$ cat config.mk
export PLATFORM = sky130hd
export DESIGN_NAME = uart_tx_serializer_gen
export DESIGN_NICKNAME = d
export VERILOG_FILES = /design/src/rtl/uart_ser_pkg.sv /design/src/rtl/uart_tx_serializer_gen_parity.sv /design/src/rtl/uart_tx_serializer_gen.sv
export SDC_FILE = /design/constraint.sdc
export NUM_CORES = 1
export LEC_CHECK = 0
export BUFFER_PORTS_ARGS = -buffer_cell sky130_fd_sc_hd__buf_2
export CAP_MARGIN = 20
export CORE_ASPECT_RATIO = 1.4
export CORE_MARGIN = 5
export CORE_UTILIZATION = 57
export CTS_CLUSTER_SIZE = 8
export DETAILED_ROUTE_END_ITERATION = 7
export GPL_TIMING_DRIVEN = 0
export PLACE_DENSITY = 0.82
export SKIP_CTS_REPAIR_TIMING = 1
export SYNTH_ARGS = -nofsm -noshare
export SYNTH_HDL_FRONTEND = slang
export SYNTH_SLANG_ARGS = --single-unit
$ cat constraint.sdc
create_clock -name CLK -period 3.1 [get_ports CLK]
set_clock_uncertainty 0.2 [all_clocks]
set_input_delay 0.465 -clock CLK [delete_from_list [all_inputs] [get_ports CLK]]
set_output_delay 0.465 -clock CLK [all_outputs]
set_load 0.05 [all_outputs]
$ cat src/rtl/uart_ser_pkg.sv
// Shared types and helpers for the UART TX data serializer.
// Holds the FSM state encoding plus frame-length clamp and bit-mask helpers.
package uart_ser_pkg;

    localparam int unsigned MAX_DW = 16;

    typedef enum logic [0:0] {
        SER_IDLE  = 1'b0,
        SER_SHIFT = 1'b1
    } ser_state_t;

    // Zero or an over-long request both fall back to the full data width.
    function automatic int unsigned clamp_len(input int unsigned len, input int unsigned dw);
        return ((len == 0) || (len > dw)) ? dw : len;
    endfunction

    function automatic logic [MAX_DW-1:0] len_mask(input int unsigned len);
        logic [MAX_DW-1:0] m;
        m = '0;
        for (int unsigned i = 0; i < MAX_DW; i++) begin
            if (i < len) begin
                m[i] = 1'b1;
            end
        end
        return m;
    endfunction

endpackage

$ cat src/rtl/uart_tx_serializer_gen_parity.sv
// Combinational frame parity: XOR of the active data field, inverted for odd sense.
// Only instantiated when UART_SER_PARITY_EN is defined.
module uart_ser_parity
    import uart_ser_pkg::*;
#(
    parameter int DATA_WIDTH = 8,
    parameter int LEN_W      = 4
) (
    input  logic [DATA_WIDTH-1:0] data,
    input  logic [LEN_W-1:0]      len,
    input  logic                  odd,
    output logic                  par
);

    logic [MAX_DW-1:0] masked;

    assign masked = MAX_DW'(data) & len_mask(32'(len));
    assign par    = (^masked) ^ odd;

endmodule

$ cat src/rtl/uart_tx_serializer_gen.sv
// UART TX data serializer: one-deep holding buffer feeding a right-shifting frame shifter.
// Define UART_SER_PARITY_EN to build the PAR_BIT generator; otherwise PAR_BIT is tied low.
module uart_tx_serializer_gen
    import uart_ser_pkg::*;
#(
    parameter int DATA_WIDTH = 8,
    parameter bit MSB_FIRST  = 1'b0,
    localparam int LEN_W     = $clog2(DATA_WIDTH + 1)
) (
    input  logic                  CLK,
    input  logic                  RST,
    input  logic [DATA_WIDTH-1:0] P_DATA,
    input  logic                  DATA_VALID,
    output logic                  DATA_READY,
    output logic                  WORD_AVAIL,
    input  logic                  LOAD,
    input  logic                  SER_EN,
    input  logic [LEN_W-1:0]      CFG_LEN,
    input  logic                  CFG_PAR_ODD,
    output logic                  SER_DATA,
    output logic                  SER_BUSY,
    output logic                  SER_DONE,
    output logic                  PAR_BIT
);

    // Handshake: a word moves into the buffer on any cycle where DATA_VALID and DATA_READY
    // are both high; DATA_READY depends only on the buffer flag and reset, never on DATA_VALID.

    ser_state_t            state;
    logic                  buf_full;
    logic [DATA_WIDTH-1:0] buf_q;
    logic [DATA_WIDTH-1:0] shift_q;
    logic [LEN_W-1:0]      len_q;
    logic [LEN_W-1:0]      cnt_q;
    logic                  busy_q;
    logic                  done_q;

    logic [LEN_W-1:0]      len_eff;
    logic [LEN_W-1:0]      rev_shift;
    logic [DATA_WIDTH-1:0] rev_full;
    logic [DATA_WIDTH-1:0] load_word;
    logic                  load_fire;
    logic                  last_bit;

    assign len_eff   = LEN_W'(clamp_len(32'(CFG_LEN), DATA_WIDTH));
    assign load_fire = (state == SER_IDLE) && LOAD && buf_full;
    assign last_bit  = (cnt_q == (len_q - LEN_W'(1)));

    // Reversing the whole word and sliding it down by (DW-L) reverses just bits [L-1:0],
    // so MSB-first frames still leave the shifter through bit 0.
    assign rev_full  = {<<{buf_q}};
    assign rev_shift = LEN_W'(DATA_WIDTH) - len_eff;
    assign load_word = MSB_FIRST ? (rev_full >> rev_shift) : buf_q;

    always_ff @(posedge CLK) begin
        if (RST) begin
            state    <= SER_IDLE;
            buf_full <= 1'b0;
            buf_q    <= '0;
            shift_q  <= '0;
            len_q    <= '0;
            cnt_q    <= '0;
            busy_q   <= 1'b0;
            done_q   <= 1'b0;
        end else begin
            done_q <= 1'b0;
            if (DATA_VALID && !buf_full) begin
                buf_q    <= P_DATA;
                buf_full <= 1'b1;
            end
            case (state)
                SER_IDLE: begin
                    if (load_fire) begin
                        shift_q  <= load_word;
                        len_q    <= len_eff;
                        cnt_q    <= '0;
                        buf_full <= 1'b0;
                        busy_q   <= 1'b1;
                        state    <= SER_SHIFT;
                    end
                end
                SER_SHIFT: begin
                    if (SER_EN) begin
                        shift_q <= shift_q >> 1;
                        if (last_bit) begin
                            cnt_q  <= '0;
                            busy_q <= 1'b0;
                            done_q <= 1'b1;
                            state  <= SER_IDLE;
                        end else begin
                            cnt_q <= cnt_q + LEN_W'(1);
                        end
                    end
                end
                default: state <= SER_IDLE;
            endcase
        end
    end

    assign DATA_READY = ~buf_full & ~RST;
    assign WORD_AVAIL = buf_full;
    assign SER_DATA   = (state == SER_SHIFT) & shift_q[0];
    assign SER_BUSY   = busy_q;
    assign SER_DONE   = done_q;

`ifdef UART_SER_PARITY_EN
    logic par_next;
    logic par_q;

    uart_ser_parity #(
        .DATA_WIDTH (DATA_WIDTH),
        .LEN_W      (LEN_W)
    ) u_parity (
        .data (buf_q),
        .len  (len_eff),
        .odd  (CFG_PAR_ODD),
        .par  (par_next)
    );

    always_ff @(posedge CLK) begin
        if (RST) begin
            par_q <= 1'b0;
        end else if (load_fire) begin
            par_q <= par_next;
        end
    end

    assign PAR_BIT = par_q;
`else
    logic unused_par_odd;
    assign unused_par_odd = CFG_PAR_ODD;
    assign PAR_BIT        = 1'b0;
`endif

endmodule
# Yosys cells after proc, flatten, opt, wreduce, memory -nomap -nowiden
# Index checks and enable logic that the tools add are counted.
# classes
n_addsub	2
magnitude_cmp	1
eq_ne	4
n_mux	20
n_bitwise	6
n_reduce_logical	10
# ops
operator	count
4-bit two-way mux	4
8-bit two-way mux	2
8-bit one-hot mux with 2 select lines	1
1-bit two-way mux	10
4-bit one-hot mux with 2 select lines	1
4-bit by 1-bit adder with 4-bit output (second input constant)	1
4-bit == test	1
4-bit > comparator (second input constant)	1
4-bit zero test	1
2-bit != test (second input constant)	2
1-bit inverter	4
1-bit one-hot mux with 2 select lines	2
2-bit AND reduction	2
4-bit by 1-bit subtractor with 4-bit output (second input constant)	1
1-bit logical AND	3
3-bit AND reduction	1
3-bit OR reduction	1
1-bit bitwise AND	2
2-bit by 1-bit != test with 1-bit output (second input constant)	1
1-bit zero test	1
1-bit logical OR	1
# word_totals
register_bits	28
input_bits	18
output_inout_bits	6
word_cells	51

# Longest topological paths before layout
# depth
ltp_word	5
ltp_mapped	6
depth_no_buf	6

# Worst setup path before layout
# OpenSTA, ideal clock, no wires.
# synth_path
path_kind	in2out
start	input RST
end	output DATA_READY
t_arrival_ps	1519
required_ps	2435
setup_slack_ps	916
cell_stages	3
path_buffers	2
path_cell_list	clkbuf_1 buf_1 nor2_1
# synth_via
elab_chain_len	2
# synth_lines
item	line_no	text
start, declared	uart_tx_serializer_gen.sv:11	input logic RST,
1-bit inverter	uart_tx_serializer_gen.sv:100	assign DATA_READY = ~buf_full & ~RST;
1-bit bitwise AND	uart_tx_serializer_gen.sv:100	
end, declared	uart_tx_serializer_gen.sv:14	output logic DATA_READY,
# No other way between the ends.

# Worst setup path in the final report
# Ends and elaborated chain as after synthesis.

==> key figures <==
Setup path
  • Crit-path max FO: 10
  • WP data required: 2.43 ns
  • Crit end category: output port
  • Crit Path Class: in2out
  • Startpoint Class: primary input
  • CP arrival: 1.48 ns

Global routing
  • Vias in the first global route: 1,029
  • Largest net degree at the start of global routing: 16
  • Gr ovfl total: 0
  • Total GRT Usage: 16.1%
  • First-pass GRT wire length: 4.27 mm
  • Initial antenna violation count: 0

Floorplanning
  • DIE WIDTH: 50.0 um
  • Core Footprint: 0.00215 sq mm
  • Total die area: 0.00330 sq mm
  • # rows: 20
  • Die height: 66.0 um
  • Starting Density: 59.4%
  • Boundary pin count: 24

Yosys
  • Syn avg cell area: 9.46 sq um
  • Most frequent cells after synthesis: dfxtp_1, nor2_1, mux2i_1
  • Ranking of synthesized cells by area: dfxtp_1, mux2i_1, nor2_1
  • Synth Register Bits: 28
  • Number of synthesized flops with an enable pin: 0
  • Post-synthesis sequential area ratio: 43.9%
  • Main synth FF type: dfxtp_1
  • Top cell type's share of synthesized area: 43.9%
  • Synthesized area: 0.00128 sq mm
  • Most instantiated library cell after synthesis: dfxtp_1
  • Ys Warns: 0
  • Synthesized net count: 155
  • Syn Inst Count: 135
  • Async set-reset flop share out of synthesis: 0%
  • Area leader, netlist: dfxtp_1
  • Post-synth cell types: 35

Layout
  • N_diodes: 0
  • Nets@finish: 180
  • Share of cells above drive strength 1: 21.4%
  • Final Non-Filler Cells: 181
  • Area Overhead vs Synth: 12.8%
  • Fill count: 182

Power
  • Post-route total power: 677 uW
  • Power share of the clock group: 25.5%
  • Switching Fraction: 26.5%
  • Net load switching power: 179 uW
  • Power Density: 469 mW/mm^2
  • VDD IR-drop max: 0.300 mV
  • Leak pwr: 0.606 nW
  • Sequential power share: 58.2%
  • Internal Power: 497 uW
  • Gate power share: 16.3%

Route
  • Drt drc: 0
  • First-pass iteration count of the detailed router: 4
  • WL per Instance: 13.1 um
  • Vias post-DR: 998
  • Post-DRT Antenna Nets: 0
  • DR iter-0 viols: 14
  • Avg Vias per Cell: 5.51
  • Post-Route WL: 2.37 mm

STA
  • Max Slew Vio Count: 0
  • Fmax: 467 MHz
  • Tmin final: 2.14 ns
  • Hold Fails Final Rpt: 0
  • Final setup vio count: 0
  • Unrepaired setup endpoints after global routing: no
  • Period utilization: 69.1%
  • Setup TNS: 0 ns

Clock tree
  • Worst-path clk slew: 0.14 ns
  • Clk buf depth: 2
  • Clk Latency, worst-skew pair: 0.32 ns
  • Num CTS Buffers: 3
  • H-tree depth: 1
  • CTS tree: done
  • Clk root buf: clkbuf_4
  • CTS Sinks: 28

Min path
  • Min-Delay Path Class: in2reg

Place
  • I/O Buffers: 20
  • RD Place Congestion: 0.816
  • Dpl cells: 177
  • HPWL Detailed: 1.90 mm

Run status
  • Outcome: finished clean

Flow run
  • Max Cap Viol: 0
## power groups by stage
stage / clock network, mW / registers (mW) / logic, mW
floorplan: 0 / 0.405 / 0.0769
global placement: 0 / 0.401 / 0.106
detailed placement: 0 / 0.402 / 0.111
CTS: 0.176 / 0.394 / 0.111
global route: 0.195 / 0.397 / 0.122
finish: 0.173 / 0.394 / 0.110
## worst max-delay path, cell delays in order
cell,delay [ns]
clkbuf_1,0.33
buf_1,0.39
nor2_1,0.07
buf_2,0.22
## routing by layer
| metal | share of wire (%) | track usage, % | vias to the layer above | wire length [um] |
|---|---|---|---|---|
| li1 | - | - | 521 | - |
| met1 | 42 | 18.4 | 459 | 985 |
| met2 | 54 | 29.1 | 14 | 1280 |
| met3 | 3.2 | 2.93 | 4 | 75 |
| met4 | 1.2 | 5.57 | 0 | 28 |
| met5 | 0 | 0 | - | 0 |
## metrics by stage
step,util [%],hold slack (ns),area (sq um),setup WS [ns]
CTS,67.0,0.170,1440,0.924
global route,67.0,0.158,1440,0.833
global placement,65.3,0.255,1410,0.934
detailed placement,65.3,0.257,1410,0.943
floorplan,-,0.231,1280,0.916
finish,67.0,0.173,1440,0.959
## cell type report
type / instances / area (sq um) / share of cell area [%]
Buffer: 8 / 45.0 / 3.13
Multi-Input combinational cell: 96 / 661 / 45.8
Tap cell: 22 / 27.5 / 1.91
Clock buffer: 4 / 36.3 / 2.52
Sequential cell: 28 / 561 / 38.9
Inverter: 3 / 11.3 / 0.781
Timing Repair Buffer: 20 / 100 / 6.94
## registers in the layout, indices dropped and copies added (netlist names)
register and flops:
WORD_AVAIL 1, shift_q 8, SER_DONE 1, SER_BUSY 1, buf_q 8, len_q 4, state 1, cnt_q 4
## cell usage in the layout, fill, tap and decap left out, types with 3 or more instances in the layout
cell type   n
dfxtp_1    28
a21oi_1    11
nand3b_1    3
clkbuf_4    3
mux2i_1    15
nor2_1     19
nor3_1      3
a211oi_1    8
nand2_1    10
buf_2      23
inv_1       3
## cells by family after synthesis
family / share of synthesized area (%)
buffers and inverters: 4.41
AO/OA/AOI/OAI: 13.5
adder cells (fa/ha/maj): 1.96
other: 0.294
flip-flops: 43.9
XOR/XNOR: 5.09
AND/OR/NAND/NOR: 19.1
multiplexers: 11.8
## worst paths after layout
kind / start / to / slack [ns] / cells after the start
min reg2reg: buf_q[7] / shift_q[7] / 0.27 / 2
min: P_DATA[4] / buf_q[4] / 0.17 / 3
max reg2reg: len_q[0] / SER_BUSY / 1.27 / 6
max: RST / DATA_READY / 0.96 / 4
(Power assumes the default switching activity.)
